**src/rtl/tt_lock_detector.sv**
```systemverilog
// Lock qualification downstream of the DPLL PFD: judges each feedback window as good or bad
// and debounces the result into a lock flag, a sticky loss-of-lock flag and per-window error counts.
module tt_lock_detector #(
    parameter int ERR_TOL     = 1,
    parameter int LOCK_CNT    = 8,
    parameter int UNLOCK_CNT  = 2,
    parameter int WIN_TIMEOUT = 64,
    parameter int CNT_W       = 8
) (
    input  logic             i_clk_gen,
    input  logic             i_rst,
    input  logic             i_up,
    input  logic             i_down,
    input  logic             i_clk_div,
    input  logic             i_clear,
    output logic             o_locked,
    output logic             o_lock_lost,
    output logic [1:0]       o_state,
    output logic [CNT_W-1:0] o_win_err,
    output logic             o_win_valid,
    input  logic             i_scan_en,
    input  logic             i_scan_in,
    output logic             o_scan_out
);

    typedef enum logic [1:0] {
        UNLOCKED  = 2'd0,
        ACQUIRING = 2'd1,
        LOCKED    = 2'd2,
        LOSING    = 2'd3
    } state_t;

    localparam int TW = (WIN_TIMEOUT > 2) ? $clog2(WIN_TIMEOUT) : 1;
    localparam int GW = $clog2(LOCK_CNT + 1);
    localparam int BW = $clog2(UNLOCK_CNT + 1);
    localparam logic [TW-1:0] TMO_LAST  = TW'(WIN_TIMEOUT - 1);
    localparam logic [GW-1:0] GOOD_LAST = GW'(LOCK_CNT - 1);
    localparam logic [BW-1:0] BAD_LAST  = BW'(UNLOCK_CNT - 1);
    localparam logic [31:0]   ERR_LIMIT = ERR_TOL;

    state_t            state;
    state_t            state_next;
    logic [GW-1:0]     good_cnt;
    logic [GW-1:0]     good_cnt_next;
    logic [BW-1:0]     bad_cnt;
    logic [BW-1:0]     bad_cnt_next;
    logic              set_lost;
    logic              locked;
    logic              locked_next;
    logic              lost;
    logic              lost_next;

    logic              prev;
    logic              started;
    logic [CNT_W-1:0]  acc;
    logic [TW-1:0]     tmo;
    logic [CNT_W-1:0]  win_err;
    logic              win_valid;

    logic              err;
    logic              fb_edge;
    logic              tmo_hit;
    logic              win_close;
    logic              win_good;
    logic [CNT_W:0]    acc_sum;
    logic [CNT_W-1:0]  acc_sat;

    // The closing cycle's own error belongs to the window it closes.
    assign err       = i_up | i_down;
    assign acc_sum   = {1'b0, acc} + {{CNT_W{1'b0}}, err};
    assign acc_sat   = acc_sum[CNT_W] ? {CNT_W{1'b1}} : acc_sum[CNT_W-1:0];
    assign fb_edge   = i_clk_div & ~prev;
    assign tmo_hit   = (tmo == TMO_LAST) & ~fb_edge;
    assign win_close = (fb_edge & started) | tmo_hit;
    assign win_good  = fb_edge & (32'(acc_sat) <= ERR_LIMIT);

    always_ff @(posedge i_clk_gen or posedge i_rst) begin
        if (i_rst) begin
            prev      <= 1'b0;
            started   <= 1'b0;
            acc       <= '0;
            tmo       <= '0;
            win_err   <= '0;
            win_valid <= 1'b0;
        end else if (!i_scan_en) begin
            prev      <= i_clk_div;
            win_valid <= win_close;
            if (win_close) begin
                win_err <= acc_sat;
            end
            if (fb_edge | tmo_hit) begin
                acc     <= '0;
                tmo     <= '0;
                started <= 1'b1;
            end else begin
                acc <= acc_sat;
                tmo <= tmo + TW'(1);
            end
        end
    end

    // In scan mode the state bits and the lost flag form the shift chain.
    always_ff @(posedge i_clk_gen or posedge i_rst) begin
        if (i_rst) begin
            state    <= UNLOCKED;
            good_cnt <= '0;
            bad_cnt  <= '0;
            locked   <= 1'b0;
            lost     <= 1'b0;
        end else if (i_scan_en) begin
            state <= state_t'({state[0], i_scan_in});
            lost  <= state[1];
        end else begin
            state    <= state_next;
            good_cnt <= good_cnt_next;
            bad_cnt  <= bad_cnt_next;
            locked   <= locked_next;
            lost     <= lost_next;
        end
    end

    always_comb begin
        state_next    = state;
        good_cnt_next = good_cnt;
        bad_cnt_next  = bad_cnt;
        set_lost      = 1'b0;
        if (win_close) begin
            case (state)
                UNLOCKED: begin
                    if (win_good) begin
                        if (LOCK_CNT == 1) begin
                            state_next = LOCKED;
                        end else begin
                            state_next    = ACQUIRING;
                            good_cnt_next = GW'(1);
                        end
                    end
                end
                ACQUIRING: begin
                    if (!win_good) begin
                        state_next    = UNLOCKED;
                        good_cnt_next = '0;
                    end else if (good_cnt == GOOD_LAST) begin
                        state_next    = LOCKED;
                        good_cnt_next = '0;
                    end else begin
                        good_cnt_next = good_cnt + GW'(1);
                    end
                end
                LOCKED: begin
                    if (!win_good) begin
                        if (UNLOCK_CNT == 1) begin
                            state_next = UNLOCKED;
                            set_lost   = 1'b1;
                        end else begin
                            state_next   = LOSING;
                            bad_cnt_next = BW'(1);
                        end
                    end
                end
                LOSING: begin
                    if (win_good) begin
                        state_next   = LOCKED;
                        bad_cnt_next = '0;
                    end else if (bad_cnt == BAD_LAST) begin
                        state_next   = UNLOCKED;
                        bad_cnt_next = '0;
                        set_lost     = 1'b1;
                    end else begin
                        bad_cnt_next = bad_cnt + BW'(1);
                    end
                end
                default: begin
                    state_next = UNLOCKED;
                end
            endcase
        end
    end

    // A new loss overrides a simultaneous clear.
    always_comb begin
        locked_next = (state_next == LOCKED) || (state_next == LOSING);
        lost_next   = set_lost | (lost & ~i_clear);
    end

    assign o_locked    = locked;
    assign o_lock_lost = lost;
    assign o_state     = state;
    assign o_win_err   = win_err;
    assign o_win_valid = win_valid;
    assign o_scan_out  = lost;

endmodule

```
**config.mk**
```make
export PLATFORM = sky130hd
export DESIGN_NAME = tt_lock_detector
export DESIGN_NICKNAME = d
export VERILOG_FILES = /design/src/rtl/tt_lock_detector.sv
export SDC_FILE = /design/constraint.sdc
export NUM_CORES = 1
export LEC_CHECK = 0
export CAP_MARGIN = 20
export CORE_ASPECT_RATIO = 1.2
export CORE_MARGIN = 2
export CORE_UTILIZATION = 59
export DETAILED_ROUTE_END_ITERATION = 8
export HOLD_SLACK_MARGIN = 0.02
export PLACE_DENSITY = 0.84
export SLEW_MARGIN = 20
export SYNTH_ARGS = -nofsm -noshare
export SYNTH_HDL_FRONTEND = slang
export SYNTH_SLANG_ARGS = --single-unit
```
**constraint.sdc**
```tcl
create_clock -name i_clk_gen -period 6.71 [get_ports i_clk_gen]
set_input_delay 0.671 -clock i_clk_gen [delete_from_list [all_inputs] [get_ports i_clk_gen]]
set_output_delay 0.671 -clock i_clk_gen [all_outputs]
set_load 0.03 [all_outputs]
```
# Yosys cells after proc, flatten, opt, wreduce, memory -nomap -nowiden
# Cells that the tools add are included.
# word_totals
register_bits	35
inputBits	8
output_inout_bits	14
wordCells	72
# op_classes
n_addsub	4
magnitude_cmp	1
eq_ne	10
n_mux	25
bitwise_logic	13
n_reduce_logical	8
# ops
operator	count
$mux 2	11
$mux 8	2
$mux 4	3
$add 8x1->9	1
$eq 2x2->1 const B	4
$le 8x1->1 const B	1
$pmux 2 s4	1
$pmux 4 s2	1
$reduce_and 4->1	2
$add 6x1->6 const B	1
$eq 6x6->1 const B	1
$mux 6	1
$and 1x1->1	5
$mux 1	5
$add 4x1->4 const B	1
$eq 2x1->1 const B	2
$eq 4x3->1 const B	1
$ne 2x2->1 const B	2
$not 1->1	4
$or 1x1->1	4
$pmux 2 s2	1
$reduce_and 2->1	2
$reduce_bool 2->1	2
$add 2x1->2 const B	1
2 further kinds	2

# Depth between registers and ports, before layout
# Gate-level depths: netlist of the first run.
# depth
word_depth	10
ltp_mapped	11
depth_no_buf	9

# Worst setup path after synthesis of the first run
# Ideal clock, no wire load.
# synth_timing
path_type	input to register
startpoint	in i_down
endpoint	reg state[0], in the netlist o_state[0]
setup_ns	0.082
arrival_time_ns	2.987
required_time_ns	6.628
setup_slack_ns	3.641
stages	11
n_path_buf	2
path_cell_list	or2_2 -> ha_1 -> ha_1 -> and2_1 -> buf_2 -> mux2i_1 -> a22oi_1 -> or4_1 -> buf_2 -> or3_1 -> a31oi_1
# synth_between
elab_chain_len	9
elab_cells_between_ends	12
classes_between	add/sub: 1; order compare: 1; mux: 8; bitwise: 2
# synth_rtl
element	line_no	source
start, declared	13	input logic i_down,
$or 1x1->1 (*)	69	assign err = i_up | i_down;
$add 8x1->9 (*)	70	assign acc_sum = {1'b0, acc} + {{CNT_W{1'b0}}, err};
$mux 8 (*)	71	assign acc_sat = acc_sum[CNT_W] ? {CNT_W{1'b1}} : acc_sum[CNT_W-1:0];
$le 8x1->1 (*)	75	assign win_good = fb_edge & (32'(acc_sat) <= ERR_LIMIT);
$and 1x1->1 (*)	75	
$mux 2, on equally long branches	--	
$pmux 2 s4 (*)	128	case (state)
$mux 2 (*)	127	if (win_close) begin
$mux 2 (*)	110	end else if (i_scan_en) begin
end signal, assigned	111	state <= state_t'({state[0], i_scan_in});
end signal, assigned	114	state <= state_next;
end, declared	41	state_t state;
# Every way passes the cells marked *; elsewhere a longest branch is shown, timed or not.
# A chain may end at the register's enable or synchronous reset.

# Worst setup path after layout of the first run
# layout_timing
startpoint	in i_down
endpoint	reg good_cnt[2]
# layout_between
elab_chain_len	7
elab_cells_between_ends	9
classes_between	add/sub: 1; order compare: 1; eq/ne: 1; mux: 3; bitwise: 2; reduce/logical: 1
# layout_rtl
element	line_no	source
$or 1x1->1 (*)	69	
$add 8x1->9 (*)	70	
$mux 8 (*)	71	
$le 8x1->1 (*)	75	
$and 1x1->1 (*)	75	
$ne 2x2->1 (no line) / $mux 4 (equally long branches)	--	
$reduce_and 4->1 (no line) / $pmux 4 s2 (equally long branches)	--	
end signal, assigned	115	good_cnt <= good_cnt_next;
end, declared	43	logic [GW-1:0] good_cnt;
# Marked as above.

==> results of run 1 <==
## where the power goes
part,switching [µW],internal (µW)
sequential,38.6,249
clock,71.0,88.0
combinational,101,76.3
## how the worst max path moves through the flow
stage,from,endpoint,slack (ns),cells past startpoint
final,i_down,good_cnt[2],3.35,10
after global placement,i_down,good_cnt[1],3.19,10
after global routing,i_down,good_cnt[2],3.05,10
after CTS,i_down,good_cnt[3],3.37,10
after detailed placement,i_down,good_cnt[3],3.01,10
after floorplan,i_down,o_state[0],3.64,11
## metrics by stage
step                      hold WS [ns]  std cells  area (µm²)
after floorplan                 0.4398        201        1878
after global placement          0.4592        247        2085
after detailed placement        0.4610        247        2085
after CTS                       0.4884        255        2171
after global routing            0.5213        255        2171
final                           0.4819        255        2171
## cell families after synthesis
kind of cell	after synthesis	synth area share (%)
compound gates	54	18.79
xor+xnor	5	2.332
fa+ha+maj	4	2.665
buf+inv	18	4.397
flops	35	46.64
mux	8	4.730
simple gates	77	20.45
## cell type report
cell class	instances	area share, %
Timing Repair Buffer	23	10.37
Clock buffer	6	2.363
Inverter	5	0.8646
Tap cell	36	2.075
Sequential cell	35	40.35
Clock inverter	2	1.614
Multi-Input combinational cell	148	42.36
## cells in the mapped netlist, drive strengths merged
library cell	n	area (µm²)
nand4	1	6.260
o21a	2	15.01
and3	1	6.260
ha	4	50.05
nor3	9	45.04
nor4	1	6.260
o31a	1	8.760
a31oi	7	43.79
a21oi	16	80.08
xnor2	2	17.52
a22oi	2	15.01
or3	2	12.51
or2	3	18.77
o2bb2ai	3	26.28
buf	6	37.53
clkbuf	7	26.28
nor2b	5	31.28
nand2	16	60.06
or4b	1	10.01
and2	1	6.260
or4	1	7.510
mux2i	1	10.01
o31ai	2	15.01
o32ai	1	8.760
nor2	22	82.58
nand2b	4	25.02
o21ba	1	10.01
inv	5	18.77
o21ai	9	45.04
xor2	3	26.28
a211o	1	8.760
a21o	1	7.510
a41oi	1	8.760
o22a	5	43.79
nand4b	1	8.760
nand3b	3	22.52
dfrtp	35	875.8
mux2	7	78.83
a22o	1	8.760
o211ai	1	7.510
nand3	6	35.03
## sequential cells by signal, summed over array words and instances (netlist names)
| signal | count |
|---|---|
| acc | 8 |
| o_win_err | 8 |
| tmo | 6 |
| good_cnt | 4 |
| bad_cnt | 2 |
| o_state | 2 |
| o_lock_lost | 1 |
| o_locked | 1 |
| o_win_valid | 1 |
| prev | 1 |
| started | 1 |
## routing by layer
| metal | routed length, µm | track usage, % | up-vias |
|---|---|---|---|
| li1 | - | - | 754 |
| met1 | 1663 | 29.55 | 752 |
| met2 | 1994 | 40.33 | 54 |
| met3 | 193 | 7.045 | 10 |
| met4 | 83 | 10.37 | 0 |
| met5 | 0 | 0 | - |
==> metrics.txt, run 1 <==
Most common cell on crit path=ha_1; cts-stage hold buffer count=0; CP Data Required Time=6.94 ns; WP data arrival=3.59 ns; post-cts gate resize count=0; post-synthesis cell area=1878 µm²; total routing resource utilization after global routing=24.27%; buffer type at the clock tree root=clkbuf_4; Die ar.=3653 µm²; CTS Buf Count=5; Seq cells post-synth=35; register-to-register setup slack=3.88 ns; power per cell area=287.4 nW/µm²; Via density=6.157; latest clock arrival within the worst-skew pair=0.34 ns; depth of the most critical reg-to-reg path=8; Worst Hold Depth=1; TritonCTS clock tree=yes; category of the most critical setup path=input pin to register; max incr delay on CP=0.68 ns; routability congestion estimate from global placement=0.7789; setup TNS=0 ns; pre-CTS setup slack=3.010 ns; fill count=220; MaxCap Viol Count=0; startpoint of the tightest hold check path=started; net count after synthesis=213; DRC violations left=0; result of the run=complete, no violations; final standard cell utilization of the core=71.05%; final setup skew=0.01596 ns; endpoint of the lowest-slack register-to-register path=good_cnt[2]; commonest non-fill, non-tap cells in the layout=dfrtp_1, nor2_1, clkdlybuf4s50_1; number of design-rule violations left by the first detailed-router iteration=73; multi-input logic area=919.6 µm²; endpoints failing setup=0; Final Hold Vio Count=0; final total power=623.9 µW; routed vias=1,570; Min-Delay Path Class=register to register; number of sinks on the clock net=35; share of the clock period used by the worst path=50.11%; cell family contributing the most delay on the critical path=simple AND/OR/NAND/NOR gates; Fmax=297.4 MHz; number of buffers on the longest clock path=2; antenna fix cells=0; core outline area=3055 µm²; Post-CTS Repair Setup Buffers=0; Max FO, Critical Path=6; leakage=0.0008979 µW; Vert. Die Dim=65.81 µm; Final HPWL DP=2.790 mm; worst setup slack after layout=3.348 ns; number of top-level pins=22; Clock transition at path regs=0.10 ns; most common library cell in the layout ignoring fill and taps=dfrtp_1; antenna violations before repair=0; remaining number of nets flagged by the antenna check after routing=0; Net count, final=230; H-tree depth=2; start of the worst register-to-register path=acc[0]; number of synthesis warnings=0; crit start category=input pin; Overflow after GRT=0; Pins Over Slew Limit=0; actual transition at the worst max-transition pin=1.042 ns; ordered list of cells on the worst path=clkdlybuf4s50_1 -> or2_2 -> ha_1 -> ha_1 -> and2_1 -> mux2i_1 -> a22oi_1 -> nor4_1 -> o21ai_0 -> o2bb2ai_1; area grow syn2layout=15.59%; fraction of final layout cells with drive strength greater than 1=10.50%; RSZ-0062 raised after global routing=false; Netlist cell types=45; post-route minimum period=3.362 ns; via count of the first global-routing pass=1,557; number of port buffers=21; relative slew slack=30.27%; terminating pin of the worst hold path=started; register cell area after layout=875.8 µm²; pin count of the biggest net entering global routing=38; Pre-Repair DR Iteration Count=4; per-instance average area after synthesis=9.344 µm²; Worst VDD drop=0.2264 mV; overall die width=55.51 µm; row cnt=22; global-route wire length before repair=6.934 mm; initial cell density of the core=61.47%; fraction of the yosys area taken by sequential cells=46.64%; synthesized netlist cell count=201; WL/cell=15.43 µm; Critical Path End Type=register; cell with the largest stage delay on the worst path=nor4_1; CP bufs+invs=1; final WL=3.935 mm
(Power assumes the default switching activity.)
==> inputs of run 2 (changes only) <==
--- a/config.mk
+++ b/config.mk
@@ -8,10 +8,10 @@
 export CAP_MARGIN = 20
 export CORE_ASPECT_RATIO = 1.2
 export CORE_MARGIN = 2
-export CORE_UTILIZATION = 59
+export CORE_UTILIZATION = 50
 export DETAILED_ROUTE_END_ITERATION = 8
 export HOLD_SLACK_MARGIN = 0.02
-export PLACE_DENSITY = 0.84
+export PLACE_DENSITY = 0.75
 export SLEW_MARGIN = 20
 export SYNTH_ARGS = -nofsm -noshare
 export SYNTH_HDL_FRONTEND = slang
==> constraint.sdc (replaced) <==
create_clock -name i_clk_gen -period 2.9 [get_ports i_clk_gen]
set_input_delay 0.29 -clock i_clk_gen [delete_from_list [all_inputs] [get_ports i_clk_gen]]
set_output_delay 0.29 -clock i_clk_gen [all_outputs]
set_load 0.03 [all_outputs]
==> run 2 against run 1 <==
Net effect:
- non-clock buffer count up 6
- register-to-register slack worse by 3.4 ns
- sequential power up 130%
- largest cell class unchanged
==> metrics.txt, run 2 (synthesis results as in run 1) <==
result of the run=complete, no violations (unchanged); beginning of the critical path=i_down (unchanged); antenna violations before repair=0 (unchanged); fill count=316 (was 220); antenna fix cells=0 (unchanged); Pre-Repair DR Iteration Count=4 (unchanged); RSZ-0062 raised after global routing=false (unchanged); post-route minimum period=2.651 ns; Pins Over Slew Limit=0 (unchanged); number of design-rule violations left by the first detailed-router iteration=113 (was 73); Via density=5.905 (was 6.157); most common library cell in the layout ignoring fill and taps=dfrtp_1 (unchanged); number of port buffers=21 (unchanged); area grow syn2layout=20.12% (was 15.59%); Final Hold Vio Count=0 (unchanged); via count of the first global-routing pass=1,590 (was 1,557); routed vias=1,559 (was 1,570); CP Data Required Time=3.11 ns (was 6.94 ns); core outline area=3603 µm² (was 3055 µm²); WP data arrival=2.86 ns (was 3.59 ns); ordered list of cells on the worst path=clkdlybuf4s50_1 -> or2_2 -> ha_2 -> ha_2 -> and2_1 -> mux2i_1 -> a22oi_1 -> or4_1 -> or3_1 -> a31oi_1 (was clkdlybuf4s50_1 -> or2_2 -> ha_1 -> ha_1 -> and2_1 -> mux2i_1 -> a22oi_1 -> nor4_1 -> o21ai_0 -> o2bb2ai_1); Clock transition at path regs=0.07 ns (was 0.10 ns); initial cell density of the core=52.12% (was 61.47%); register-to-register setup slack=0.52 ns (was 3.88 ns); Max FO, Critical Path=5 (was 6); number of buffers on the longest clock path=2 (unchanged); row cnt=24 (was 22); MaxCap Viol Count=0 (unchanged); Vert. Die Dim=71.14 µm (was 65.81 µm); final total power=1529 µW (was 623.9 µW); cell with the largest stage delay on the worst path=or4_1 (was nor4_1); category of the most critical setup path=input pin to register (unchanged); final setup skew=0.008905 ns (was 0.01596 ns); CP bufs+invs=1 (unchanged); power per cell area=677.8 nW/µm² (was 287.4 nW/µm²); fraction of final layout cells with drive strength greater than 1=13.78% (was 10.50%); routability congestion estimate from global placement=0.8141 (was 0.7789); CTS Buf Count=5 (unchanged); WL/cell=14.55 µm (was 15.43 µm); Fmax=377.2 MHz; Critical Path End Type=register (unchanged); H-tree depth=2 (unchanged); cell family contributing the most delay on the critical path=simple AND/OR/NAND/NOR gates (unchanged); depth of the most critical reg-to-reg path=8 (unchanged); worst hold margin=0.3967 ns (was 0.4819 ns); overall die width=59.95 µm (was 55.51 µm); remaining number of nets flagged by the antenna check after routing=0 (unchanged); Min-Delay Path Class=input pin to async pin (was register to register); global-route wire length before repair=6.989 mm (was 6.934 mm); commonest non-fill, non-tap cells in the layout=dfrtp_1, nor2_1, clkdlybuf4s50_1 (unchanged); DRC violations left=0 (unchanged); cts-stage hold buffer count=0 (unchanged); number of sinks on the clock net=35 (unchanged); start of the worst register-to-register path=acc[0] (unchanged); endpoint of the lowest-slack register-to-register path=o_state[0] (was good_cnt[2]); TritonCTS clock tree=yes (unchanged); leakage=0.0009372 µW (was 0.0008979 µW); actual transition at the worst max-transition pin=0.6527 ns (was 1.042 ns); buffer type at the clock tree root=clkbuf_8 (was clkbuf_4); share of the clock period used by the worst path=91.42%; Most common cell on crit path=ha_2 (was ha_1); max incr delay on CP=0.49 ns (was 0.68 ns); crit start category=input pin (unchanged); pin count of the biggest net entering global routing=36 (was 38); final WL=3.842 mm (was 3.935 mm); Final HPWL DP=2.775 mm (was 2.790 mm); Net count, final=236 (was 230); Worst VDD drop=0.3565 mV (was 0.2264 mV); Die ar.=4264 µm² (was 3653 µm²); Post-CTS Repair Setup Buffers=0 (unchanged); number of top-level pins=22 (unchanged); latest clock arrival within the worst-skew pair=0.29 ns (was 0.34 ns); Overflow after GRT=0 (unchanged); relative slew slack=56.15% (was 30.27%); endpoints failing setup=0 (unchanged); total routing resource utilization after global routing=21.59% (was 24.27%)
[run 2: final cells by class]
type                    instances  area, µm²  area share, %
clock buffers                   6      82.58          3.661
clock inverters                 2      35.03          1.553
inverters                       5      18.77         0.8319
multi-input cells             148      924.6          40.99
flip-flops and latches         35      875.8          38.82
well taps                      39      48.80          2.163
repair buffers                 29      270.3          11.98
[run 2: worst max path at each step]
stage                      end  slack [ns]  cells past startpoint
finish              o_state[0]        0.25                     10
global route        o_state[0]        0.06                     10
CTS                 o_state[0]        0.14                     10
detailed placement  o_state[0]       -0.19                     10
global placement    o_state[0]       -0.06                     10
floorplan           o_state[0]        0.21                     11
[run 2: timing repair]
action                                 CTS  global route
setup endpoints to repair                0             1
gates resized for setup                  0             2
endpoints found under the hold margin    0             0
[run 2: tightest hold or removal path: cells and delay by family]
kind / cells / cell delay [ns]
buf+inv: 3 / 0.83
[run 2: power by group]
part	total, µW	switching [µW]	internal (µW)	leakage, µW
Sequential	662	85.4	577	0.000446
Combinational	422	233	189	0.000430
Clock	445	167	278	0.0000612
Total	1530	486	1040	0.000937
[run 2: per-stage QoR]
step / TNS, ns / util (%) / cells / instance area [µm²] / setup WS (ns)
floorplan: 0 / - / 201 / 1878 / 0.2116
global placement: -0.06484 / 59.20 / 256 / 2133 / -0.06426
detailed placement: -0.4652 / 59.20 / 256 / 2133 / -0.1885
CTS: 0 / 62.47 / 264 / 2251 / 0.1444
global route: 0 / 62.60 / 264 / 2256 / 0.05719
finish: 0 / 62.60 / 264 / 2256 / 0.2489
[run 2: per-layer routing]
| layer | wire length, µm | global-route usage [%] |
|---|---|---|
| met1 | 1610 | 25.86 |
| met2 | 2038 | 37.44 |
| met3 | 119 | 4.388 |
| met4 | 74 | 7.654 |
| met5 | 0 | 0 |
==> inputs of run 3 (changes only) <==
--- a/config.mk
+++ b/config.mk
@@ -11,7 +11,7 @@
 export CORE_UTILIZATION = 50
 export DETAILED_ROUTE_END_ITERATION = 8
 export HOLD_SLACK_MARGIN = 0.02
-export PLACE_DENSITY = 0.75
+export PLACE_DENSITY_LB_ADDON = 0.15
 export SLEW_MARGIN = 20
 export SYNTH_ARGS = -nofsm -noshare
 export SYNTH_HDL_FRONTEND = slang
==> run 3 against run 2 <==
Net effect:
- maximum frequency shrank 2.5%
- worst setup slack got worse by 0.069 ns
- non-clock buffer count unchanged
- cell count did not move
- via count increased by 1.2%
- combinational power down 0.9%
- clock power fell by 24%
- register-to-register slack worse by 0.08 ns
- global-route usage about the same
- first-iteration DRC count shrank 27%
- sequential cell count is the same
- largest cell class unchanged
- largest power group unchanged
==> metrics.txt, run 3 (synthesis results as in run 1) <==
most common library cell in the layout ignoring fill and taps=dfrtp_1 (unchanged); final standard cell utilization of the core=61.46% (was 62.60%); Vert. Die Dim=71.14 µm (unchanged); register-to-register setup slack=0.44 ns (was 0.52 ns); global-route wire length before repair=7.003 mm (was 6.989 mm); Final HPWL DP=2.822 mm (was 2.775 mm); routed vias=1,577 (was 1,559); Net count, final=236 (unchanged); Overflow after GRT=0 (unchanged); Fmax=367.7 MHz (was 377.2 MHz); antenna violations before repair=0 (unchanged); fill count=307 (was 316); Pins Over Slew Limit=0 (unchanged); CP Data Required Time=3.11 ns (about the same); number of sinks on the clock net=35 (unchanged); cell family contributing the most delay on the critical path=simple AND/OR/NAND/NOR gates (unchanged); TritonCTS clock tree=yes (unchanged); initial cell density of the core=52.12% (unchanged); category of the most critical setup path=input pin to register (unchanged); Die ar.=4264 µm² (unchanged); met3 usage in global routing=6.947% (was 4.388%); final setup skew=0.003189 ns (was 0.008905 ns); start of the worst register-to-register path=tmo[0] (was acc[0]); WP data arrival=2.93 ns (was 2.86 ns); result of the run=complete, no violations (unchanged); max incr delay on CP=0.51 ns (was 0.49 ns); Most common cell on crit path=ha_1 (was ha_2); Worst VDD drop=0.3325 mV (was 0.3565 mV); total routing resource utilization after global routing=21.61% (was 21.59%); routing usage on met1=23.52% (was 25.86%); DRC violations left=0 (unchanged); number of top-level pins=22 (unchanged); remaining number of nets flagged by the antenna check after routing=0 (unchanged); Via density=5.973 (was 5.905); worst hold margin=0.3931 ns (was 0.3967 ns); number of design-rule violations left by the first detailed-router iteration=82 (was 113); crit start category=input pin (unchanged); setup TNS=0 ns (unchanged); H-tree depth=2 (unchanged); relative slew slack=31.65% (was 56.15%); Min-Delay Path Class=input pin to async pin (unchanged); post-route minimum period=2.720 ns (was 2.651 ns); endpoint of the lowest-slack register-to-register path=o_win_err[2] (was o_state[0]); routability congestion estimate from global placement=0.9001 (was 0.8141); power per cell area=641.6 nW/µm² (was 677.8 nW/µm²); core outline area=3603 µm² (unchanged); CTS Buf Count=5 (unchanged); Critical Path End Type=register (unchanged); final WL=3.992 mm (was 3.842 mm); number of port buffers=21 (unchanged); depth of the most critical reg-to-reg path=6 (was 8); Pre-Repair DR Iteration Count=4 (unchanged); busiest grt layer=met2 (unchanged); cell with the largest stage delay on the worst path=or4_1 (unchanged); number of buffers on the longest clock path=2 (unchanged); CP bufs+invs=1 (unchanged); Final Hold Vio Count=0 (unchanged); latest clock arrival within the worst-skew pair=0.29 ns (about the same); fraction of met2 tracks used by global routing=36.35% (was 37.44%); cts-stage hold buffer count=0 (unchanged); leakage=0.0009207 µW (was 0.0009372 µW); fraction of final layout cells with drive strength greater than 1=12.00% (was 13.78%); overall die width=59.95 µm (unchanged); endpoints failing setup=0 (unchanged); row cnt=24 (unchanged); ordered list of cells on the worst path=clkdlybuf4s50_1 -> or2_2 -> ha_1 -> ha_1 -> and2_1 -> mux2i_1 -> a22oi_1 -> or4_1 -> or3_1 -> a31oi_1 (was clkdlybuf4s50_1 -> or2_2 -> ha_2 -> ha_2 -> and2_1 -> mux2i_1 -> a22oi_1 -> or4_1 -> or3_1 -> a31oi_1); RSZ-0062 raised after global routing=false (unchanged); actual transition at the worst max-transition pin=1.022 ns (was 0.6527 ns); share of the clock period used by the worst path=93.78% (was 91.42%); area grow syn2layout=17.92% (was 20.12%); WL/cell=15.12 µm (was 14.55 µm); MaxCap Viol Count=0 (unchanged); Max FO, Critical Path=5 (unchanged); pin count of the biggest net entering global routing=36 (unchanged); via count of the first global-routing pass=1,652 (was 1,590); post-cts gate resize count=0 (unchanged); commonest non-fill, non-tap cells in the layout=dfrtp_1, nor2_1, clkdlybuf4s50_1 (unchanged); buffer type at the clock tree root=clkbuf_8 (unchanged); Clock transition at path regs=0.07 ns (about the same); antenna fix cells=0 (unchanged); Post-CTS Repair Setup Buffers=0 (unchanged)
run 3: tightest hold or removal path: stages:
cell and delay, ns:
clkdlybuf4s50_1 0.39, inv_1 0.05, buf_4 0.38
run 3: power breakdown:
part	switching, µW	internal, µW	leakage, µW
Sequential	85.6	577	0.000446
Combinational	233	185	0.000433
Clock	172	168	0.0000422
run 3: worst max-delay path by stage:
stage,startpoint,end,depth (start not counted)
detailed placement,i_down,o_state[0],10
global route,i_down,o_state[0],10
CTS,i_down,o_state[0],10
floorplan,i_down,o_state[0],11
global placement,i_down,o_state[0],10
finish,i_down,o_state[0],10
run 3: through the flow:
stage | instance area, µm² | cells | total power, µW | setup slack (ns)
floorplan | 1878 | 201 | 935.4 | 0.2116
global placement | 2133 | 256 | 1071 | -0.05308
detailed placement | 2133 | 256 | 1090 | -0.1402
CTS | 2215 | 264 | 1435 | 0.1758
global route | 2215 | 264 | 1512 | 0.009741
finish | 2215 | 264 | 1421 | 0.1804
run 3: layout make-up:
class / instances / area, µm² / area share, %
multi-input cells: 148 / 919.6 / 41.53
repair buffers: 29 / 270.3 / 12.20
flip-flops and latches: 35 / 875.8 / 39.55
well taps: 39 / 48.80 / 2.203
clock buffers: 7 / 76.32 / 3.446
inverters: 5 / 18.77 / 0.8475
clock inverters: 1 / 5.005 / 0.2260
run 3: per-layer routing:
layer	wire length (µm)	part of all wire, %	vias to the layer above
met2	2096	53	32
met3	141	3.5	15
met1	1625	41	765
li1	-	-	765
met5	0	0	-
met4	127	3.2	0
